===== config.mk =====
export PLATFORM = sky130hd
export DESIGN_NAME = alu_slice_sequencer_flat
export DESIGN_NICKNAME = d
export VERILOG_FILES = /design/src/rtl/alu_slice_sequencer_if.sv /design/src/rtl/alu_slice_sequencer.sv /design/src/flat_wrapper.sv
export SDC_FILE = /design/constraint.sdc
export NUM_CORES = 1
export LEC_CHECK = 0
export ABC_AREA = 1
export ABC_CLOCK_PERIOD_IN_PS = 3200
export CAP_MARGIN = 20
export CORE_AREA = 2 2 120 64
export CTS_CLUSTER_SIZE = 24
export DETAILED_ROUTE_END_ITERATION = 12
export DIE_AREA = 0 0 122 66
export HOLD_SLACK_MARGIN = 0.1
export MAX_ROUTING_LAYER = met4
export PLACE_DENSITY = 0.81
export SLEW_MARGIN = 25
export SYNTH_ARGS = -nofsm -noshare
export SYNTH_HDL_FRONTEND = slang
export SYNTH_SLANG_ARGS = --single-unit

===== constraint.sdc =====
create_clock -name clk -period 3.2 [get_ports clk]
set_input_delay 0.64 -clock clk [delete_from_list [all_inputs] [get_ports clk]]
set_output_delay 0.64 -clock clk [all_outputs]
set_load 0.01 [all_outputs]

===== src/rtl/alu_slice_sequencer_if.sv =====
// Request/response bundle between a requester and alu_slice_sequencer.
// master = requester side, slave = sequencer side.
interface alu_slice_sequencer_if #(
  parameter int OPW = 16
);
  logic           in_valid;
  logic           in_ready;
  logic [OPW-1:0] op_a;
  logic [OPW-1:0] op_b;
  logic [1:0]     op_fn;
  logic           op_cin;
  logic           out_valid;
  logic           out_ready;
  logic [OPW-1:0] out_result;
  logic           out_cout;
  logic           out_n;
  logic           out_z;
  logic           out_v;

  modport master (
    output in_valid, op_a, op_b, op_fn, op_cin, out_ready,
    input  in_ready, out_valid, out_result,
    input  out_cout, out_n, out_z, out_v
  );

  modport slave (
    input  in_valid, op_a, op_b, op_fn, op_cin, out_ready,
    output in_ready, out_valid, out_result,
    output out_cout, out_n, out_z, out_v
  );
endinterface


===== src/rtl/alu_slice_sequencer.sv =====
// Runs wide operands through a WIDTH-bit ALU one slice per cycle, LSB first.
// Optional ALU_SEQ_PERF_CNT_EN adds the perf_ops completed-op counter.
module alu_slice_sequencer #(
  parameter int WIDTH  = 4,
  parameter int SLICES = 4
) (
  input  logic                 clk,
  input  logic                 rst_n,
  alu_slice_sequencer_if.slave bus,
  output logic [WIDTH-1:0]     alu_a,
  output logic [WIDTH-1:0]     alu_b,
  output logic [1:0]           alu_fn,
  output logic                 alu_cin,
  input  logic [WIDTH-1:0]     alu_result,
  input  logic                 alu_cout,
  input  logic                 alu_v
`ifdef ALU_SEQ_PERF_CNT_EN
  ,
  output logic [15:0]          perf_ops
`endif
);
  localparam int OPW = WIDTH * SLICES;
  localparam int IW  = (SLICES > 1) ? $clog2(SLICES) : 1;
  localparam logic [IW-1:0] LAST = IW'(SLICES - 1);
  localparam logic [1:0] FN_ADD = 2'd0;

  typedef enum logic [1:0] {
    IDLE,
    RUN,
    DONE
  } state_t;

  state_t         state_q, state_d;
  logic [IW-1:0]  idx_q, idx_d;
  logic [OPW-1:0] a_q, a_d;
  logic [OPW-1:0] b_q, b_d;
  logic [1:0]     fn_q, fn_d;
  logic           carry_q, carry_d;
  logic [OPW-1:0] res_q, res_d;
  logic           zacc_q, zacc_d;
  logic           valid_q, valid_d;
  logic [OPW-1:0] result_q, result_d;
  logic           cout_q, cout_d;
  logic           n_q, n_d;
  logic           z_q, z_d;
  logic           v_q, v_d;
  logic           is_add;
`ifdef ALU_SEQ_PERF_CNT_EN
  logic [15:0]    perf_q, perf_d;
`endif

  assign is_add = (fn_q == FN_ADD);

  always_comb begin
    state_d  = state_q;
    idx_d    = idx_q;
    a_d      = a_q;
    b_d      = b_q;
    fn_d     = fn_q;
    carry_d  = carry_q;
    res_d    = res_q;
    zacc_d   = zacc_q;
    valid_d  = valid_q;
    result_d = result_q;
    cout_d   = cout_q;
    n_d      = n_q;
    z_d      = z_q;
    v_d      = v_q;
`ifdef ALU_SEQ_PERF_CNT_EN
    perf_d   = perf_q;
`endif
    unique case (state_q)
      IDLE: begin
        if (bus.in_valid) begin
          a_d     = bus.op_a;
          b_d     = bus.op_b;
          fn_d    = bus.op_fn;
          carry_d = (bus.op_fn == FN_ADD) & bus.op_cin;
          idx_d   = '0;
          zacc_d  = 1'b1;
          state_d = RUN;
        end
      end
      RUN: begin
        res_d[idx_q*WIDTH +: WIDTH] = alu_result;
        carry_d = is_add & alu_cout;
        zacc_d  = zacc_q & (alu_result == '0);
        if (idx_q == LAST) begin
          result_d = res_d;
          n_d      = res_d[OPW-1];
          z_d      = zacc_d;
          cout_d   = carry_d;
          v_d      = is_add & alu_v;
          valid_d  = 1'b1;
          idx_d    = '0;
          state_d  = DONE;
        end else begin
          idx_d = idx_q + 1'b1;
        end
      end
      DONE: begin
        if (bus.out_ready) begin
          valid_d = 1'b0;
          state_d = IDLE;
`ifdef ALU_SEQ_PERF_CNT_EN
          if (perf_q != 16'hFFFF) perf_d = perf_q + 16'd1;
`endif
        end
      end
      default: state_d = IDLE;
    endcase
  end

  always_ff @(posedge clk) begin
    if (!rst_n) begin
      state_q  <= IDLE;
      idx_q    <= '0;
      a_q      <= '0;
      b_q      <= '0;
      fn_q     <= '0;
      carry_q  <= 1'b0;
      res_q    <= '0;
      zacc_q   <= 1'b0;
      valid_q  <= 1'b0;
      result_q <= '0;
      cout_q   <= 1'b0;
      n_q      <= 1'b0;
      z_q      <= 1'b0;
      v_q      <= 1'b0;
`ifdef ALU_SEQ_PERF_CNT_EN
      perf_q   <= '0;
`endif
    end else begin
      state_q  <= state_d;
      idx_q    <= idx_d;
      a_q      <= a_d;
      b_q      <= b_d;
      fn_q     <= fn_d;
      carry_q  <= carry_d;
      res_q    <= res_d;
      zacc_q   <= zacc_d;
      valid_q  <= valid_d;
      result_q <= result_d;
      cout_q   <= cout_d;
      n_q      <= n_d;
      z_q      <= z_d;
      v_q      <= v_d;
`ifdef ALU_SEQ_PERF_CNT_EN
      perf_q   <= perf_d;
`endif
    end
  end

  // ALU inputs are forced to zero whenever no slice is in flight
  always_comb begin
    alu_a   = '0;
    alu_b   = '0;
    alu_fn  = '0;
    alu_cin = 1'b0;
    if (state_q == RUN) begin
      alu_a   = a_q[idx_q*WIDTH +: WIDTH];
      alu_b   = b_q[idx_q*WIDTH +: WIDTH];
      alu_fn  = fn_q;
      alu_cin = carry_q;
    end
  end

  assign bus.in_ready   = (state_q == IDLE);
  assign bus.out_valid  = valid_q;
  assign bus.out_result = result_q;
  assign bus.out_cout   = cout_q;
  assign bus.out_n      = n_q;
  assign bus.out_z      = z_q;
  assign bus.out_v      = v_q;
`ifdef ALU_SEQ_PERF_CNT_EN
  assign perf_ops       = perf_q;
`endif
endmodule


===== src/flat_wrapper.sv =====
// flat-port wrapper written by rule: the top's interface ports become plain ports
module alu_slice_sequencer_flat 
#(
  parameter int WIDTH  = 4,
  parameter int SLICES = 4
)
  (clk, rst_n, alu_a, alu_b, alu_fn, alu_cin, alu_result, alu_cout, alu_v, bus_in_valid, bus_op_a, bus_op_b, bus_op_fn, bus_op_cin, bus_out_ready, bus_in_ready, bus_out_valid, bus_out_result, bus_out_cout, bus_out_n, bus_out_z, bus_out_v);
  alu_slice_sequencer_if #(.OPW(16)) bus_i ();
  input  logic clk;
  input  logic rst_n;
  output logic [WIDTH-1:0] alu_a;
  output logic [WIDTH-1:0] alu_b;
  output logic [1:0] alu_fn;
  output logic alu_cin;
  input  logic [WIDTH-1:0] alu_result;
  input  logic alu_cout;
  input  logic alu_v;
  input wire logic [$bits(bus_i.in_valid)-1:0] bus_in_valid;
  input wire logic [$bits(bus_i.op_a)-1:0] bus_op_a;
  input wire logic [$bits(bus_i.op_b)-1:0] bus_op_b;
  input wire logic [$bits(bus_i.op_fn)-1:0] bus_op_fn;
  input wire logic [$bits(bus_i.op_cin)-1:0] bus_op_cin;
  input wire logic [$bits(bus_i.out_ready)-1:0] bus_out_ready;
  output wire logic [$bits(bus_i.in_ready)-1:0] bus_in_ready;
  output wire logic [$bits(bus_i.out_valid)-1:0] bus_out_valid;
  output wire logic [$bits(bus_i.out_result)-1:0] bus_out_result;
  output wire logic [$bits(bus_i.out_cout)-1:0] bus_out_cout;
  output wire logic [$bits(bus_i.out_n)-1:0] bus_out_n;
  output wire logic [$bits(bus_i.out_z)-1:0] bus_out_z;
  output wire logic [$bits(bus_i.out_v)-1:0] bus_out_v;
  assign bus_i.in_valid = bus_in_valid;
  assign bus_i.op_a = bus_op_a;
  assign bus_i.op_b = bus_op_b;
  assign bus_i.op_fn = bus_op_fn;
  assign bus_i.op_cin = bus_op_cin;
  assign bus_i.out_ready = bus_out_ready;
  assign bus_in_ready = bus_i.in_ready;
  assign bus_out_valid = bus_i.out_valid;
  assign bus_out_result = bus_i.out_result;
  assign bus_out_cout = bus_i.out_cout;
  assign bus_out_n = bus_i.out_n;
  assign bus_out_z = bus_i.out_z;
  assign bus_out_v = bus_i.out_v;
  alu_slice_sequencer #(.WIDTH(WIDTH), .SLICES(SLICES)) u_core (.clk(clk), .rst_n(rst_n), .bus(bus_i), .alu_a(alu_a), .alu_b(alu_b), .alu_fn(alu_fn), .alu_cin(alu_cin), .alu_result(alu_result), .alu_cout(alu_cout), .alu_v(alu_v));
endmodule

==> results <==
-- final cells by class --
class,count,area (um2),share of cell area [%]
repair buffers,84,823,17.2
clock buffers,10,229,4.78
clock inverters,6,113,2.35
multi-input cells,369,1710,35.7
flip-flops and latches,76,1520,31.8
well taps,96,120,2.51
inverters,71,269,5.62
-- layer usage --
metal | GRT usage [%] | vias to the layer above
met4 | 8.19 | 0
met3 | 8.28 | 13
met2 | 37.6 | 145
met5 | - | -
li1 | - | 1826
met1 | 36.6 | 1632
-- how the worst min path moves through the flow --
stage                                   endpoint  slack [ps]
2_1_floorplan         u_core.a_q[4]$_SDFFE_PN0P_         450
3_3_place_gp         u_core.a_q[13]$_SDFFE_PN0P_         470
3_5_place_dp   u_core.bus.out_valid$_SDFFE_PN0P_         470
4_1_cts        u_core.bus.out_valid$_SDFFE_PN0P_         480
5_1_grt        u_core.bus.out_valid$_SDFFE_PN0P_         500
6_report       u_core.bus.out_valid$_SDFFE_PN0P_         480
-- tightest hold or removal path: cells and delay by family (launching register included) --
kind            cells  cell delay [ps]
compound gates      1               50
simple gates        1               60
flops               1              320
-- cell usage in the layout (no fill, tap or decap) --
| cell type | n |
|---|---|
| a21oi_1 | 24 |
| a21oi_2 | 9 |
| buf_4 | 7 |
| bufinv_16 | 3 |
| clkbuf_1 | 1 |
| clkbuf_16 | 9 |
| clkdlybuf4s50_1 | 77 |
| clkinv_1 | 1 |
| clkinvlp_4 | 3 |
| dfxtp_1 | 76 |
| ha_1 | 6 |
| inv_1 | 68 |
| inv_2 | 1 |
| inv_4 | 1 |
| nand2_1 | 76 |
| nand2_2 | 2 |
| nand3_1 | 40 |
| nand3_2 | 1 |
| nand3b_1 | 1 |
| nand4_1 | 5 |
| nor2_1 | 130 |
| nor2_2 | 21 |
| o21ai_0 | 54 |
-- power breakdown --
group | total (mW) | switching, mW | internal [mW]
registers | 1.05 | 0.0448 | 1.01
clock network | 1.15 | 0.388 | 0.761
logic | 0.350 | 0.200 | 0.151
-- per-stage QoR --
step,utilization (%),hold WS [ps]
after floorplan,-,449
after global placement,63.3,467
after detailed placement,63.3,468
after CTS,68.2,480
after global routing,68.2,498
final,68.2,481
-- state kept, by name (all words and copies together) (netlist names) --
name                   cells
u_core.bus.out_cout        1
u_core.bus.out_n           1
u_core.carry_q             1
u_core.bus.out_result     15
u_core.idx_q               2
u_core.state_q             2
u_core.b_q                16
u_core.res_q              16
u_core.bus.out_z           1
u_core.bus.out_valid       1
u_core.bus.out_v           1
u_core.zacc_q              1
u_core.fn_q                2
u_core.a_q                16
-- cells by family after synthesis --
group	count (synthesis)
AO/OA/AOI/OAI	87
flip-flops	76
buffers and inverters	101
adder cells (fa/ha/maj)	6
AND/OR/NAND/NOR	276
==> impl_metrics.ini <==
[logic_synthesis]
synth.area.top_cells = dfxtp_1 (41%), nor2_1 (13%), nand2_1 (7.7%)
synth_edf_count = 0
synth_top_family_by_area = simple AND/OR/NAND/NOR gates
synth_compound_area_share_pct = 12.6
async_reset_ff_share_pct = 0
synth_fa_ha_area_share_pct = 2.02
synthFlopType = dfxtp_1
netlist_top_cells_count = nor2_1 (130), dfxtp_1 (76), nand2_1 (76)
syn_inst = 546
ys_warn_count = 0
syn_area_um2 = 3710
syn-num-nets = 597
synth_top_area_share_pct = 41.0
synth_most_common_cell = nor2_1
seq_area_frac_synth_pct = 41.0
yosys.area_share.simple_pct = 31.4
synthMuxAreaShare_pct = 0
synth_cell_types = 23
yosysTopAreaCell = dfxtp_1
synthXorXnorAreaFrac_pct = 0
synth_seq_cells = 76
syn_area_per_cell_um2 = 6.80

[grt]
antenna_found_initial = 0
grt_pass1_vias = 3280
grt_pass1_wl_um = 15800
gr-total-overflow = 0
grt_usage_pct = 26.7
grt_max_degree = 37

[setup_path]
path_max_fanout = 24
rr_endpoint = u_core.bus.out_result[7]$_SDFFE_PN0P_
cp.arrival_ps = 2310
r2r_start = u_core.idx_q[0]$_SDFFE_PN0P_
cp_top_family = buffers and inverters
slowest_delay_ps = 580
crit_path_end = alu_b[2]
slowest_stage = clkdlybuf4s50_1
cp.buffers_inverters = 2
startpoint_type = flip-flop
crit_chain = inv_1 > o21ai_0 > a21oi_1 > clkdlybuf4s50_1
rrSetupSlack_ps = 910
startpoint = u_core.idx_q[0]$_SDFFE_PN0P_
critPathKind = flip-flop to output pin
required_ps = 2560
crit_cells = 4
crit_path_end_kind = output pin
ff2ff_path_depth = 9

[clocking]
htreeDepth = 3
postCtsSetupBuffers = 0
clockBufferDepth = 2
cts_buffers = 9
cts_hold_repair.buffers = 0
path_clk_slew_ps = 60
clock-sinks = 76
cts_tree = built
cts_root_buffer = clkbuf_16
clkLatencyLatePin_ps = 340
cts_resized = 0

[detailed_routing]
postRouteAntennaNets = 0
vias = 3616
met3_length_um = 785
first_pass_iters = 5
met1_length_um = 4720
top_layer = met4
wl_met2_um = 4040
wl_per_cell_um = 13.5
viasPerCell = 5.08
drc = 0
finalWirelength_um = 9650
drt_iter0_drc = 338

[sta]
period_share_pct = 92.3
fin_skew_ps = 3.84
slew_headroom_pct = 35.0
drv_slew = 0
tns_ps = 0
rsz0062_at_grt = no
hold_violations = 0
setup_viol = 0
fin_crit_ps = 2950
fmaxAchievable_mhz = 339
fin_ws_ps = 248
worst_pin_slew_ps = 973

[power_and_ir_drop]
ir_worst_vdd_mv = 0.262
power_mw = 2.55
leakagePower_nw = 2.05
p_per_area_nw_per_um2 = 533

[die]
initial_core_util_pct = 52.9
dieArea_um2 = 8050
fp-row-count = 22
die_x_um = 122
fp.coreArea_um2 = 7020
pin_count = 78
die_y_um = 66

[placement]
dpl.cell_count = 696
dpl.hpwl_um = 7040
gp_congestion = 1.03
dp_slack_ps = 631
io_buffers = 77
placed_area_um2 = 4440

[min_path]
hold_start = u_core.bus.out_valid$_SDFFE_PN0P_
holdPathStages = 2
hold_class = flip-flop to flip-flop

[finish]
areaGrowthSynthToFinish_pct = 28.9
antenna_cells = 0
final_net_count = 662
fillers = 596
layout-drive-gt1-share_pct = 9.25
design_area_um2 = 4790
stdcell_count = 712

[flow_run]
maxCapViolations = 0

[outcome]
status = finished clean
Power figures use the tool's default switching activity.
